## src/rtl/bram_1kb_arbiter.sv

```systemverilog
// rtl/bram_1kb_arbiter.sv - two-port round-robin arbiter in front of a 1 KB BlockRAM tile used as 512 x 16
// Optional build macro: BRAM_ARB_CLEAR_ON_RESET_EN (zero-fill the memory after reset)
module bram_1kb_arbiter #(
  parameter int REG_OUT = 0
) (
  input  logic        clk,
  input  logic        rst,
  input  logic        a_req_valid,
  output logic        a_req_ready,
  input  logic        a_req_we,
  input  logic [8:0]  a_req_addr,
  input  logic [15:0] a_req_wdata,
  output logic        a_rsp_valid,
  output logic [15:0] a_rsp_rdata,
  input  logic        b_req_valid,
  output logic        b_req_ready,
  input  logic        b_req_we,
  input  logic [8:0]  b_req_addr,
  input  logic [15:0] b_req_wdata,
  output logic        b_rsp_valid,
  output logic [15:0] b_rsp_rdata,
  output logic [7:0]  ram_rd_addr,
  output logic [7:0]  ram_wr_addr,
  output logic [31:0] ram_wr_data,
  input  logic [31:0] ram_rd_data,
  output logic [5:0]  ram_cfg,
  output logic        busy
);

  localparam int RD_LAT = 1 + REG_OUT;

  typedef enum logic {CLEAR, RUN} state_t;

`ifdef BRAM_ARB_CLEAR_ON_RESET_EN
  localparam state_t RESET_STATE = CLEAR;
  localparam logic   CLEAR_EN    = 1'b1;
  logic [8:0] clr_addr;
`else
  localparam state_t RESET_STATE = RUN;
  localparam logic   CLEAR_EN    = 1'b0;
  logic [8:0] clr_addr;
  assign clr_addr = 9'd0;
`endif

  state_t            state;
  logic              last_b;
  logic [RD_LAT-1:0] pipe_v;
  logic [RD_LAT-1:0] pipe_id;

  logic        run;
  logic        clearing;
  logic        pick_a;
  logic        g_any;
  logic        g_we;
  logic [8:0]  g_addr;
  logic [15:0] g_wdata;
  logic        rd_grant;
  logic        unused_rd_hi;

  assign run      = (state == RUN) && !rst;
  assign clearing = (state == CLEAR) && !rst;

  // On a tie the requester that was not granted last wins.
  assign pick_a      = a_req_valid && (!b_req_valid || last_b);
  assign a_req_ready = run && pick_a;
  assign b_req_ready = run && b_req_valid && !pick_a;

  assign g_any    = a_req_ready || b_req_ready;
  assign g_we     = b_req_ready ? b_req_we    : a_req_we;
  assign g_addr   = b_req_ready ? b_req_addr  : a_req_addr;
  assign g_wdata  = b_req_ready ? b_req_wdata : a_req_wdata;
  assign rd_grant = g_any && !g_we;

  assign ram_cfg = {(REG_OUT != 0), 5'b01010};

  // Address bit 8 and the write strobe ride in the side-band bits of wr_data.
  always_comb begin
    ram_rd_addr = 8'd0;
    ram_wr_addr = 8'd0;
    ram_wr_data = 32'd0;
    if (clearing) begin
      ram_wr_addr     = clr_addr[7:0];
      ram_wr_data[16] = clr_addr[8];
      ram_wr_data[20] = 1'b1;
    end else if (g_any && g_we) begin
      ram_wr_addr       = g_addr[7:0];
      ram_wr_data[15:0] = g_wdata;
      ram_wr_data[16]   = g_addr[8];
      ram_wr_data[20]   = 1'b1;
    end else if (g_any) begin
      ram_rd_addr     = g_addr[7:0];
      ram_wr_data[24] = g_addr[8];
    end
  end

  always_ff @(posedge clk) begin
    if (rst) begin
      state   <= RESET_STATE;
      last_b  <= 1'b1;
      pipe_v  <= '0;
      pipe_id <= '0;
`ifdef BRAM_ARB_CLEAR_ON_RESET_EN
      clr_addr <= 9'd0;
`endif
    end else begin
      if (a_req_ready) last_b <= 1'b0;
      else if (b_req_ready) last_b <= 1'b1;
      pipe_v  <= (pipe_v << 1) | RD_LAT'(rd_grant);
      pipe_id <= (pipe_id << 1) | RD_LAT'(b_req_ready);
`ifdef BRAM_ARB_CLEAR_ON_RESET_EN
      if (state == CLEAR) begin
        clr_addr <= clr_addr + 9'd1;
        if (clr_addr == 9'd511) state <= RUN;
      end
`endif
    end
  end

  assign a_rsp_valid  = !rst && pipe_v[RD_LAT-1] && !pipe_id[RD_LAT-1];
  assign b_rsp_valid  = !rst && pipe_v[RD_LAT-1] &&  pipe_id[RD_LAT-1];
  assign a_rsp_rdata  = a_rsp_valid ? ram_rd_data[15:0] : 16'd0;
  assign b_rsp_rdata  = b_rsp_valid ? ram_rd_data[15:0] : 16'd0;
  assign unused_rd_hi = ^ram_rd_data[31:16];

  assign busy = rst ? CLEAR_EN : ((state == CLEAR) || (|pipe_v));

endmodule

```

## config.mk

```make
export PLATFORM = sky130hd
export DESIGN_NAME = bram_1kb_arbiter
export DESIGN_NICKNAME = d
export VERILOG_FILES = /design/src/rtl/bram_1kb_arbiter.sv
export SDC_FILE = /design/constraint.sdc
export NUM_CORES = 1
export LEC_CHECK = 0
export CAP_MARGIN = 30
export CORE_MARGIN = 10
export CORE_UTILIZATION = 23
export CTS_CLUSTER_SIZE = 20
export DETAILED_ROUTE_END_ITERATION = 10
export GPL_TIMING_DRIVEN = 0
export PLACE_DENSITY_LB_ADDON = 0.08
export SETUP_SLACK_MARGIN = 0.2
export SYNTH_ARGS = -nofsm -noshare
export SYNTH_HDL_FRONTEND = slang
export SYNTH_SLANG_ARGS = --single-unit
export TNS_END_PERCENT = 100
```

## constraint.sdc

```tcl
create_clock -name clk -period 2.1 [get_ports clk]
set_clock_uncertainty 0.1 [all_clocks]
set_input_delay 0.42 -clock clk [delete_from_list [all_inputs] [get_ports clk]]
set_output_delay 0.42 -clock clk [all_outputs]
set_load 0.01 [all_outputs]
```

Word-level counts from Yosys, hierarchy flattened

Index checks and enable logic that the tools add are counted.

Bits in registers: 3
Input port bits: 88
Output and inout bits: 91
Logic and storage cells: 35

Mux-type cells: 15
Reductions and logical operators: 17

Operator list:

| operator            | number |
|---|---|
| $mux W16            | 3 |
| $mux W8             | 3 |
| $mux W17            | 1 |
| $logic_and A1 B1 Y1 | 9 |
| $mux W9             | 1 |
| $mux W1             | 7 |
| $logic_not A1 Y1    | 5 |
| $logic_or A1 B1 Y1  | 2 |
| $reduce_bool A2 Y1  | 1 |

Logic depth before layout (Yosys ltp)

Depth after elaboration: 8
Depth in mapped cells: 5
Depth with buffers taken out: 3

Worst setup path after synthesis

Ideal clock, no wire load.

Path type: input to output
From: input port a_req_valid
To: output port ram_rd_addr[2]
Arrival: 1355 ps
Data required time: 1580 ps
Path slack: 225 ps
Cell stages on the path: 5
Buffers on the path: 2
Path through: buf_4 > a21boi_4 > buf_4 > nand3b_1 > a21oi_1

Cells in the longest elaborated chain, start to end: 6
Elaborated cells on any way between the ends: 10
Classes of those cells: 4 x mux; 6 x reduce/logical

Ends and longest elaborated chain:

| element                                        | RTL line | RTL |
|---|---|---|
| from (decl)                                    | 8        | `input logic a_req_valid,` |
| $logic_and A1 B1 Y1 (*)                        | 64       | `assign pick_a = a_req_valid && (!b_req_valid \|\| last_b);` |
| $logic_not A1 Y1                               | 66       | `assign b_req_ready = run && b_req_valid && !pick_a;` |
| $logic_and A1 B1 Y1                            | 66       |  |
| $mux W9 (tied with other cells)                | 70       | `assign g_addr = b_req_ready ? b_req_addr : a_req_addr;` |
| $mux W8 or $logic_and A1 B1 Y1 (tied branches) | 90, 85   |  |
| $mux W8 (*)                                    | 85       | `end else if (g_any && g_we) begin` |
| to (decl)                                      | 22       | `output logic [7:0] ram_rd_addr,` |

Every way passes the cells marked *; elsewhere a longest branch is shown, timed or not.

Worst setup path after layout

From: register last_b
To: output port ram_wr_data[15]

Cells in the longest elaborated chain, start to end: 7
Elaborated cells on any way between the ends: 10
Classes of those cells: 3 x mux; 7 x reduce/logical

Ends and longest elaborated chain:

| element                                       | RTL line | RTL |
|---|---|---|
| from (decl)                                   | 46       | `logic last_b;` |
| from (signal assigned)                        | 99       | `last_b <= 1'b1;` |
| from (signal assigned)                        | 106      | `if (a_req_ready) last_b <= 1'b0;` |
| from (signal assigned)                        | 107      | `else if (b_req_ready) last_b <= 1'b1;` |
| $logic_or A1 B1 Y1 (*)                        | 64       |  |
| $logic_and A1 B1 Y1 (*)                       | 64       |  |
| $logic_not A1 Y1                              | 66       |  |
| $logic_and A1 B1 Y1                           | 66       |  |
| $mux W1 or $logic_or A1 B1 Y1 (tied branches) | 69, 68   |  |
| $logic_and A1 B1 Y1                           | 85       |  |
| $mux W17 (*)                                  | 85       |  |
| to (decl)                                     | 24       | `output logic [31:0] ram_wr_data,` |

Marked as above.

==> results.tsv <==
metric	value	unit
Die ar.	8190	sq um
# hold bufs at CTS	0	
R2R Setup Slk	0.82	ns
cell count of the worst hold path	2	
P_leak	1.52	nW
Hold Path Sink	last_b	
power per cell area	255	nW/um^2
Slew Viols, Final	0	
Initial Util	24.0	%
status	finished clean	
critical-path maximum fanout	5	
Placed Area	2710	sq um
Netlist cell types	21	
drt first-iter violations	51	
DP Cell Count	404	
multi-input logic area	1110	sq um
RSZ-0062 raised after global routing	yes	
Total GRT Usage	16.6	%
# DRC	0	
Mapped Area	1140	sq um
Critical Path RT	1.58	ns
Fillers	436	
final setup fails	0	
DR vias	1995	
# rows	25	
Hold Crit Class	flop to flop	
die width	90.5	microns
core area	4750	sq um
minimum clock period	2.04	ns
Yosys warnings	0	
Arr. time, crit path	1.52	ns
initial antenna violation count	0	
Die Y	90.5	microns
worst skew pair latency	0.22	ns
Post-Syn Instances	178	
DPL Wire Length	5720	microns
Worst setup SP type	flop	
vias per std cell	4.58	
diodes inserted	0	
Worst IR Drop VDD	0.179	mV
Root Buffer	clkbuf_8	
Bufs on Longest Clock Path	2	
H-Tree Depth	1	
TritonCTS Buffers	3	
final net count	458	
CTS clock-pin slew for the worst setup and hold paths	0.03	ns
post-synthesis sequential area ratio	5.26	%
drt total wl	7560	microns
Finished Layout Cells	436	
WHS	0.422	ns
maxcap violations	0	
IO buf count	142	
design area	3150	sq um
vias in the first global route	2053	
Reg2Reg Depth	4	
FF-to-FF Start	last_b	
Crit Path Class	flop to primary output	
TritonCTS clock tree	done	
largest net degree at the start of global routing	11	
crit end category	primary output	
Hold Vio Cnt, Final	0	
DRT Pass-1 Iters	4	
Area growth, synth to finish	176	%
first-pass GRT wire length	11500	microns
wire length per cell	17.3	microns
Reg area	65.1	sq um
Synth Register Bits	3	
Achievable Freq	0.489	GHz
RR Endpoint	pipe_v	
ANT nets after route	0	
gpl congestion	0.795	
layout cells sized above 1	48.0	%
crit share post-route	97.3	%
Hold Crit Start	last_b	
Sink Count	3	
grt total ovfl	0	
num ports	179	
Post-Syn Area per Cell	6.42	sq um
-- layout make-up --
| class | instances | share of cell area, % |
|---|---|---|
| clock buffers | 4 | 1.43 |
| flip-flops and latches | 3 | 2.07 |
| well taps | 67 | 2.66 |
| repair buffers | 169 | 48.5 |
| multi-input cells | 154 | 35.1 |
| inverters | 3 | 0.357 |
| plain buffers | 36 | 9.89 |
-- per-stage QoR --
| step | TNS (ns) | power, mW | util [%] | worst slack [ns] |
|---|---|---|---|---|
| after global placement | -55.13 | 0.515 | 57.0 | -0.919 |
| final | 0 | 0.804 | 66.3 | 0.0569 |
| after global routing | -0.0160 | 0.857 | 66.3 | -0.00734 |
| after floorplan | 0 | 0.258 | - | 0.225 |
| after detailed placement | -53.73 | 0.516 | 57.0 | -0.906 |
| after CTS | 0 | 0.780 | 63.6 | 0.0384 |
-- cell usage in the layout (no fill, tap or decap), types with 2 or more instances in the layout --
| master | count |
|---|---|
| clkbuf_1 | 2 |
| clkdlybuf4s50_1 | 66 |
| and2_1 | 4 |
| clkbuf_2 | 9 |
| conb_1 | 19 |
| and2_4 | 13 |
| and3_1 | 16 |
| buf_8 | 5 |
| nor2b_4 | 3 |
| nand2_1 | 2 |
| a21oi_1 | 12 |
| nand3b_1 | 25 |
| a21oi_2 | 23 |
| buf_2 | 40 |
| buf_4 | 30 |
| inv_1 | 2 |
| o21ai_0 | 17 |
| clkdlybuf4s15_1 | 10 |
| buf_6 | 29 |
| clkbuf_8 | 4 |
| a32oi_4 | 3 |
| clkbuf_4 | 3 |
| dlygate4sd2_1 | 6 |
| buf_16 | 3 |
| nor2_1 | 3 |
| o21ai_1 | 7 |
-- how the worst max path moves through the flow --
stage | cells past startpoint | slack (ns) | from | to
floorplan | 5 | 0.22 | a_req_valid | ram_rd_addr[2]
global placement | 7 | -0.92 | rst | a_rsp_rdata[8]
detailed placement | 7 | -0.91 | rst | a_rsp_rdata[9]
CTS | 7 | 0.04 | last_b | ram_wr_data[12]
global route | 7 | -0.007 | last_b | ram_wr_data[12]
finish | 7 | 0.06 | last_b | ram_wr_data[15]
-- report_power, final --
group | switching, mW | total [mW] | internal (mW)
Combinational | 0.238 | 0.570 | 0.331
Clock | 0.0388 | 0.168 | 0.130
Sequential | 0.00467 | 0.0662 | 0.0615
Total | 0.282 | 0.804 | 0.522
-- cells by family (layout without fill, tap and decap cells) --
logic type / Yosys count / count (layout) / share of synthesized area (%)
AOI/OAI and AO/OA: 64 / 65 / 32.6
buffers and inverters: 39 / 212 / 21.8
DFF: 3 / 3 / 5.26
other: 2 / 19 / 0.657
and+or+nand+nor: 70 / 70 / 39.7
-- registers in the layout (all words and copies together) (netlist names) --
| signal | flops |
|---|---|
| last_b | 1 |
| pipe_id | 1 |
| pipe_v | 1 |
-- cell usage after synthesis, drive strengths merged --
master	n	area share, %
conb	2	0.66
a21bo	1	0.88
and2	17	9.3
nor2	5	1.6
nand2	2	0.66
and3	16	8.8
a21boi	1	1.6
nand3b	25	16
buf	26	18
a21oi	35	15
a32oi	2	3.8
and2b	1	0.66
nand2b	1	0.55
dfxtp	3	5.3
o21ai	25	11
nor2b	3	1.6
inv	3	0.99
clkbuf	10	3.3
-- repair_timing --
| item | CTS | global route |
|---|---|---|
| gates cloned | 6 | 0 |
| pin swaps | 19 | 15 |
| endpoints found under the setup margin | 72 | 63 |
| setup buffers | 19 | 3 |
| resized for setup | 339 | 47 |
| endpoints found under the hold margin | 0 | 0 |
-- per-layer routing --
layer	vias to the layer above	global-route usage [%]	routed length, microns
li1	977	-	-
met2	118	27.4	3390
met4	0	2.39	28
met1	896	19.6	3270
met5	-	0	0
met3	4	7.65	863
-- critical path: stages (launching register included) --
cell and delay (ns):
dfxtp_4 0.35, a21boi_4 0.24, buf_6 0.15, buf_6 0.09
buf_8 0.10, nand3b_1 0.09, a21oi_2 0.14, buf_2 0.15
No activity file was read; power rests on OpenSTA's default activity.
